<file path="config.mk">
export PLATFORM = sky130hd
export DESIGN_NAME = conv_encoder_k3
export DESIGN_NICKNAME = d
export VERILOG_FILES = /design/src/rtl/conv_encoder_k3.sv
export SDC_FILE = /design/constraint.sdc
export NUM_CORES = 1
export LEC_CHECK = 0
export BUFFER_PORTS_ARGS = -buffer_cell sky130_fd_sc_hd__buf_2
export CAP_MARGIN = 20
export CORE_MARGIN = 3
export CORE_UTILIZATION = 35
export CTS_CLUSTER_DIAMETER = 120
export CTS_CLUSTER_SIZE = 25
export DETAILED_ROUTE_END_ITERATION = 10
export GPL_ROUTABILITY_DRIVEN = 0
export GPL_TIMING_DRIVEN = 0
export HOLD_SLACK_MARGIN = 0.02
export PLACE_DENSITY = 0.52
export SLEW_MARGIN = 20
export SYNTH_ARGS = -nofsm -noshare
export SYNTH_HDL_FRONTEND = slang
export SYNTH_SLANG_ARGS = --single-unit
export TNS_END_PERCENT = 5
</file>
<file path="constraint.sdc">
create_clock -name clk -period 6.6 [get_ports clk]
set_clock_uncertainty 0.2 [all_clocks]
set_input_delay 0.99 -clock clk [delete_from_list [all_inputs] [get_ports clk]]
set_output_delay 0.99 -clock clk [all_outputs]
set_load 0.02 [all_outputs]
</file>
<file path="src/rtl/conv_encoder_k3.sv">
// conv_encoder_k3: rate-1/2, K=3 convolutional encoder with byte input,
// valid/ready symbol output and optional zero-tail flushing.
//
// Parameters:
//   G0, G1     generator taps {u, s1, s0} for sym_out[1] and sym_out[0]
// Ports:
//   clk        clock, rising edge
//   rst        synchronous active-high reset
//   data_in    information byte, encoded MSB first
//   data_valid data_in valid
//   data_ready encoder idle and able to take a byte
//   sym_out    coded symbol {G0 bit, G1 bit}, registered
//   sym_valid  sym_out valid, registered
//   sym_ready  downstream accepts the symbol
//   frame_done one-cycle pulse after the last symbol of a frame completes
// Configuration:
//   TAIL_FLUSH_EN  defined: two zero tail symbols flush the register
//                  after every byte; undefined: register state carries
//                  over between frames (continuous stream).
module conv_encoder_k3 #(
   parameter logic [2:0] G0 = 3'b111,
   parameter logic [2:0] G1 = 3'b101
) (
   input  logic       clk,
   input  logic       rst,
   input  logic [7:0] data_in,
   input  logic       data_valid,
   output logic       data_ready,
   output logic [1:0] sym_out,
   output logic       sym_valid,
   input  logic       sym_ready,
   output logic       frame_done
);

`ifdef TAIL_FLUSH_EN
   typedef enum logic [1:0] {IDLE, ENCODE, TAIL} state_t;
`else
   typedef enum logic [1:0] {IDLE, ENCODE} state_t;
`endif

   state_t      state_q;
   logic [7:0]  data_q;
   logic [2:0]  idx_q;
   logic [1:0]  sreg_q;
   logic [1:0]  sym_q;
   logic        symv_q;
   logic        done_q;

   logic        sym_fire;
   logic        u_now;
   logic        u_next;
   logic [2:0]  idx_m1;
   logic [1:0]  sreg_d;

   function automatic logic [1:0] enc(input logic u, input logic [1:0] s);
      logic [2:0] v;
      v = {u, s};
      return {^(v & G0), ^(v & G1)};
   endfunction

   // The symbol is registered, so when one symbol completes the next one
   // is built from the post-shift register contents (sreg_d).
   always_comb begin
      sym_fire = symv_q & sym_ready;
      u_now    = (state_q == ENCODE) ? data_q[idx_q] : 1'b0;
      idx_m1   = idx_q - 3'd1;
      u_next   = data_q[idx_m1];
      sreg_d   = {u_now, sreg_q[1]};
   end

   always_ff @(posedge clk) begin
      if (rst) begin
         state_q <= IDLE;
         data_q  <= 8'h00;
         idx_q   <= 3'd0;
         sreg_q  <= 2'b00;
         sym_q   <= 2'b00;
         symv_q  <= 1'b0;
         done_q  <= 1'b0;
      end else begin
         done_q <= 1'b0;
         unique case (state_q)
            IDLE: begin
               if (data_valid) begin
                  data_q  <= data_in;
                  idx_q   <= 3'd7;
                  sym_q   <= enc(data_in[7], sreg_q);
                  symv_q  <= 1'b1;
                  state_q <= ENCODE;
               end
            end
            ENCODE: begin
               if (sym_fire) begin
                  sreg_q <= sreg_d;
                  if (idx_q != 3'd0) begin
                     idx_q <= idx_m1;
                     sym_q <= enc(u_next, sreg_d);
                  end else begin
`ifdef TAIL_FLUSH_EN
                     // idx_q counts the remaining tail symbols
                     idx_q   <= 3'd1;
                     sym_q   <= enc(1'b0, sreg_d);
                     state_q <= TAIL;
`else
                     sym_q   <= 2'b00;
                     symv_q  <= 1'b0;
                     done_q  <= 1'b1;
                     state_q <= IDLE;
`endif
                  end
               end
            end
`ifdef TAIL_FLUSH_EN
            TAIL: begin
               if (sym_fire) begin
                  sreg_q <= sreg_d;
                  if (idx_q != 3'd0) begin
                     idx_q <= 3'd0;
                     sym_q <= enc(1'b0, sreg_d);
                  end else begin
                     sym_q   <= 2'b00;
                     symv_q  <= 1'b0;
                     done_q  <= 1'b1;
                     state_q <= IDLE;
                  end
               end
            end
`endif
            default: begin
               state_q <= IDLE;
            end
         endcase
      end
   end

   assign data_ready = (state_q == IDLE);
   assign sym_out    = sym_q;
   assign sym_valid  = symv_q;
   assign frame_done = done_q;

endmodule

</file>
==> results.md <==
* Peak supply drop at approximately 0.13 mV
* PortBufs at 14
* GRT Util Overall at 0.122
* TritonRoute pass-1 iters at 4
* Pin count of the biggest net entering global routing at 11
* Critical Path AT at around 2700 ps
* Post-DRT Antenna Nets at 0
* Leak Pwr at between 0.4 and 0.5 nW
* DR WL/cell at roughly 12 µm
* CTS Sinks at 17
* Final Hold Fails at 0
* Starting Density at 0.385
* Mapped Cells at between 100 and 150
* Hold depth at 2
* Final #Nets at 137
* Pwr Density at 226 nW/µm²
* # resized after CTS at 0
* Worst-Margin Slew at 440 ps
* Number of diodes at 0
* Clk slew on worst S/H paths at 110 ps
* Post-CTS Setup Repair Bufs at 0
* Via count at approximately 760
* Synth Register Bits at 17
* Hold crit path type: reg -> reg
* CTS Buffer Depth at 2
* Fin Setup TNS at 0 ps
* Final period util at 0.403
* Minimum clock period at approximately 2700 ps
* Root Driver: clkbuf_4
* Layout Cells excl Fill at 150
* I/O Pins at 17
* Rows at 17
* Clock latency on the worst-skew pair at 300 ps
* Net Count, Synth at roughly 120
* Inst Count DP at 146
* WL final at between 1.5 and 2 mm
* Multi-input logic area at ~500 µm²
* Crit Path Category: reg -> reg
* Initial antenna violation count at 0
* Cts hold-fix bufs at 0
* CTS tree: built
* Max-cap check violation count at 0
* Vias in the first global route at ~690
* Total core area at 2320 µm²
* Total congestion overflow at 0
* Status: completed
* Register area share after synthesis at 0.381
* Worst Setup End Kind: flip-flop
* Startpoint types: flip-flop
* Area grow syn2layout at 14.8%
* YS warnings at 0
* Reg2reg path depth at 7
* Die ar. at about 3200 µm²
* Crit-path max FO at 4
* Storage element area at ~340 µm²
* Slew HR at 0.707
* Synth cell types at 32
* # DRC at 0
* Drt via density at between 5 and 6
* Hpwl dp at 1.44 mm
* Worst path required time at 6610 ps
* H-tree Lvls at 1
* Die width at 56.5 µm
* Mapped Avg Cell Area at about 8.6 µm²
* Count of final setup violators at 0
* Fill cell count at 244
* DR iter-0 viols at 13
* Final Max Tran Viols at 0
* Vert. Die Dim at about 57 µm
* TritonCTS Buffers at 3
* Fraction of layout cells with a size suffix above 1 at 0.189
* First-pass GRT wire length at 3.07 mm
* Fmax at approximately 0.38 GHz
* Area of the mapped netlist at between 800 and 900 µm²
* RSZ-0062 raised after global routing: false
[layer usage]
metal	vias up	GRT usage	routed length, µm
met3	2	0.0552	114
met1	335	0.157	896
met2	17	0.185	831
li1	403	-	-
met4	0	0.0305	13
met5	-	0	0
[worst max-delay path: stages, from the launching register on]
cell      delay, ps
dfxtp_1         420
inv_1           110
ha_1            350
mux4_1          560
mux2i_1         210
xor2_1          130
or3b_1          370
a311oi_2        220
[registers in the layout (all words and copies together), names as in the netlist]
name and flops:
data_q 8, frame_done 1, idx_q 3, sreg_q 2
sym_out 2, sym_valid 1
[metrics by stage]
step                setup slack (ps)  hold slack (ps)  area (µm²)  power, mW   util
floorplan                       4150              240         893      0.162      -
finish                          3940              276        1030      0.232  0.443
global route                    3800              299        1030      0.247  0.443
CTS                             3920              279        1030      0.235  0.443
detailed placement              3950              262         998      0.177  0.431
global placement                3980              254         998      0.176  0.431
[report_power, final]
group          total [mW]  switching (mW)  internal [mW]  leakage (nW)
clock network      0.0569          0.0343         0.0226        0.0177
logic              0.0586          0.0325         0.0261         0.289
registers           0.116         0.00591          0.110         0.140
[synth_stat cells, drive strengths merged]
| cell type | instances | area [µm²] |
|---|---|---|
| o211a | 1 | 10.0 |
| nor2b | 1 | 6.26 |
| o22ai | 1 | 6.26 |
| nand2 | 23 | 86.3 |
| a311oi | 3 | 32.5 |
| or2b | 1 | 7.51 |
| mux2i | 1 | 10.0 |
| o211ai | 1 | 7.51 |
| xor2 | 3 | 26.3 |
| clkbuf | 6 | 22.5 |
| buf | 1 | 11.3 |
| a22oi | 1 | 7.51 |
| a21oi | 12 | 60.1 |
| a211o | 1 | 8.76 |
| ha | 2 | 25.0 |
| o21ai | 1 | 5.00 |
| xnor2 | 1 | 8.76 |
| nor2 | 5 | 18.8 |
| mux2 | 2 | 22.5 |
| dfxtp | 17 | 340 |
| nand2b | 1 | 6.26 |
| o31ai | 1 | 7.51 |
| nor3 | 3 | 15.0 |
| or3b | 1 | 8.76 |
| inv | 5 | 18.8 |
| mux4 | 3 | 75.1 |
| nand3 | 2 | 10.0 |
| a2bb2oi | 1 | 8.76 |
| and3 | 2 | 12.5 |
| or4 | 1 | 7.51 |
[area by class of cell]
| cell class | instances | share of cell area |
|---|---|---|
| clock inverters | 1 | 0.00488 |
| inverters | 5 | 0.0183 |
| clock buffers | 3 | 0.0220 |
| well taps | 28 | 0.0341 |
| repair buffers | 14 | 0.0683 |
| plain buffers | 7 | 0.0329 |
| multi-input cells | 75 | 0.488 |
| flip-flops and latches | 17 | 0.332 |
[cells by family (layout without fill, tap and decap cells)]
group                      after synthesis  count (layout)  share of synthesized area
and+or+nand+nor                         40              40                      0.200
AOI/OAI and AO/OA                       23              23                      0.172
xor gates and xnor gates                 4               4                     0.0392
buffers and inverters                   12              30                     0.0588
muxes                                    6               6                      0.120
adders and majority gates                2               2                     0.0280
DFF                                     17              17                      0.381
[final timing paths]
check,start,end,slack (ps)
setup / recovery,idx_q[1],sym_out[0],3940
hold / removal,data_q[2],data_q[2],280
setup reg to reg,idx_q[1],sym_out[0],3940
hold reg to reg,data_q[2],data_q[2],280
[layout by cell type (no fill, tap or decap), drive strengths merged]
master	instances
o22ai	1
o211ai	1
a21oi	12
nand3	2
nor2	5
o31ai	1
nor2b	1
dfxtp	17
mux4	3
nor3	3
nand2	23
clkinv	1
or2b	1
ha	2
inv	5
clkbuf	9
o211a	1
a211o	1
or3b	1
and3	2
xor2	3
xnor2	1
o21ai	1
a2bb2oi	1
mux2	2
mux2i	1
nand2b	1
or4	1
buf	15
a22oi	1
a311oi	3
Power figures use the tool's default switching activity.
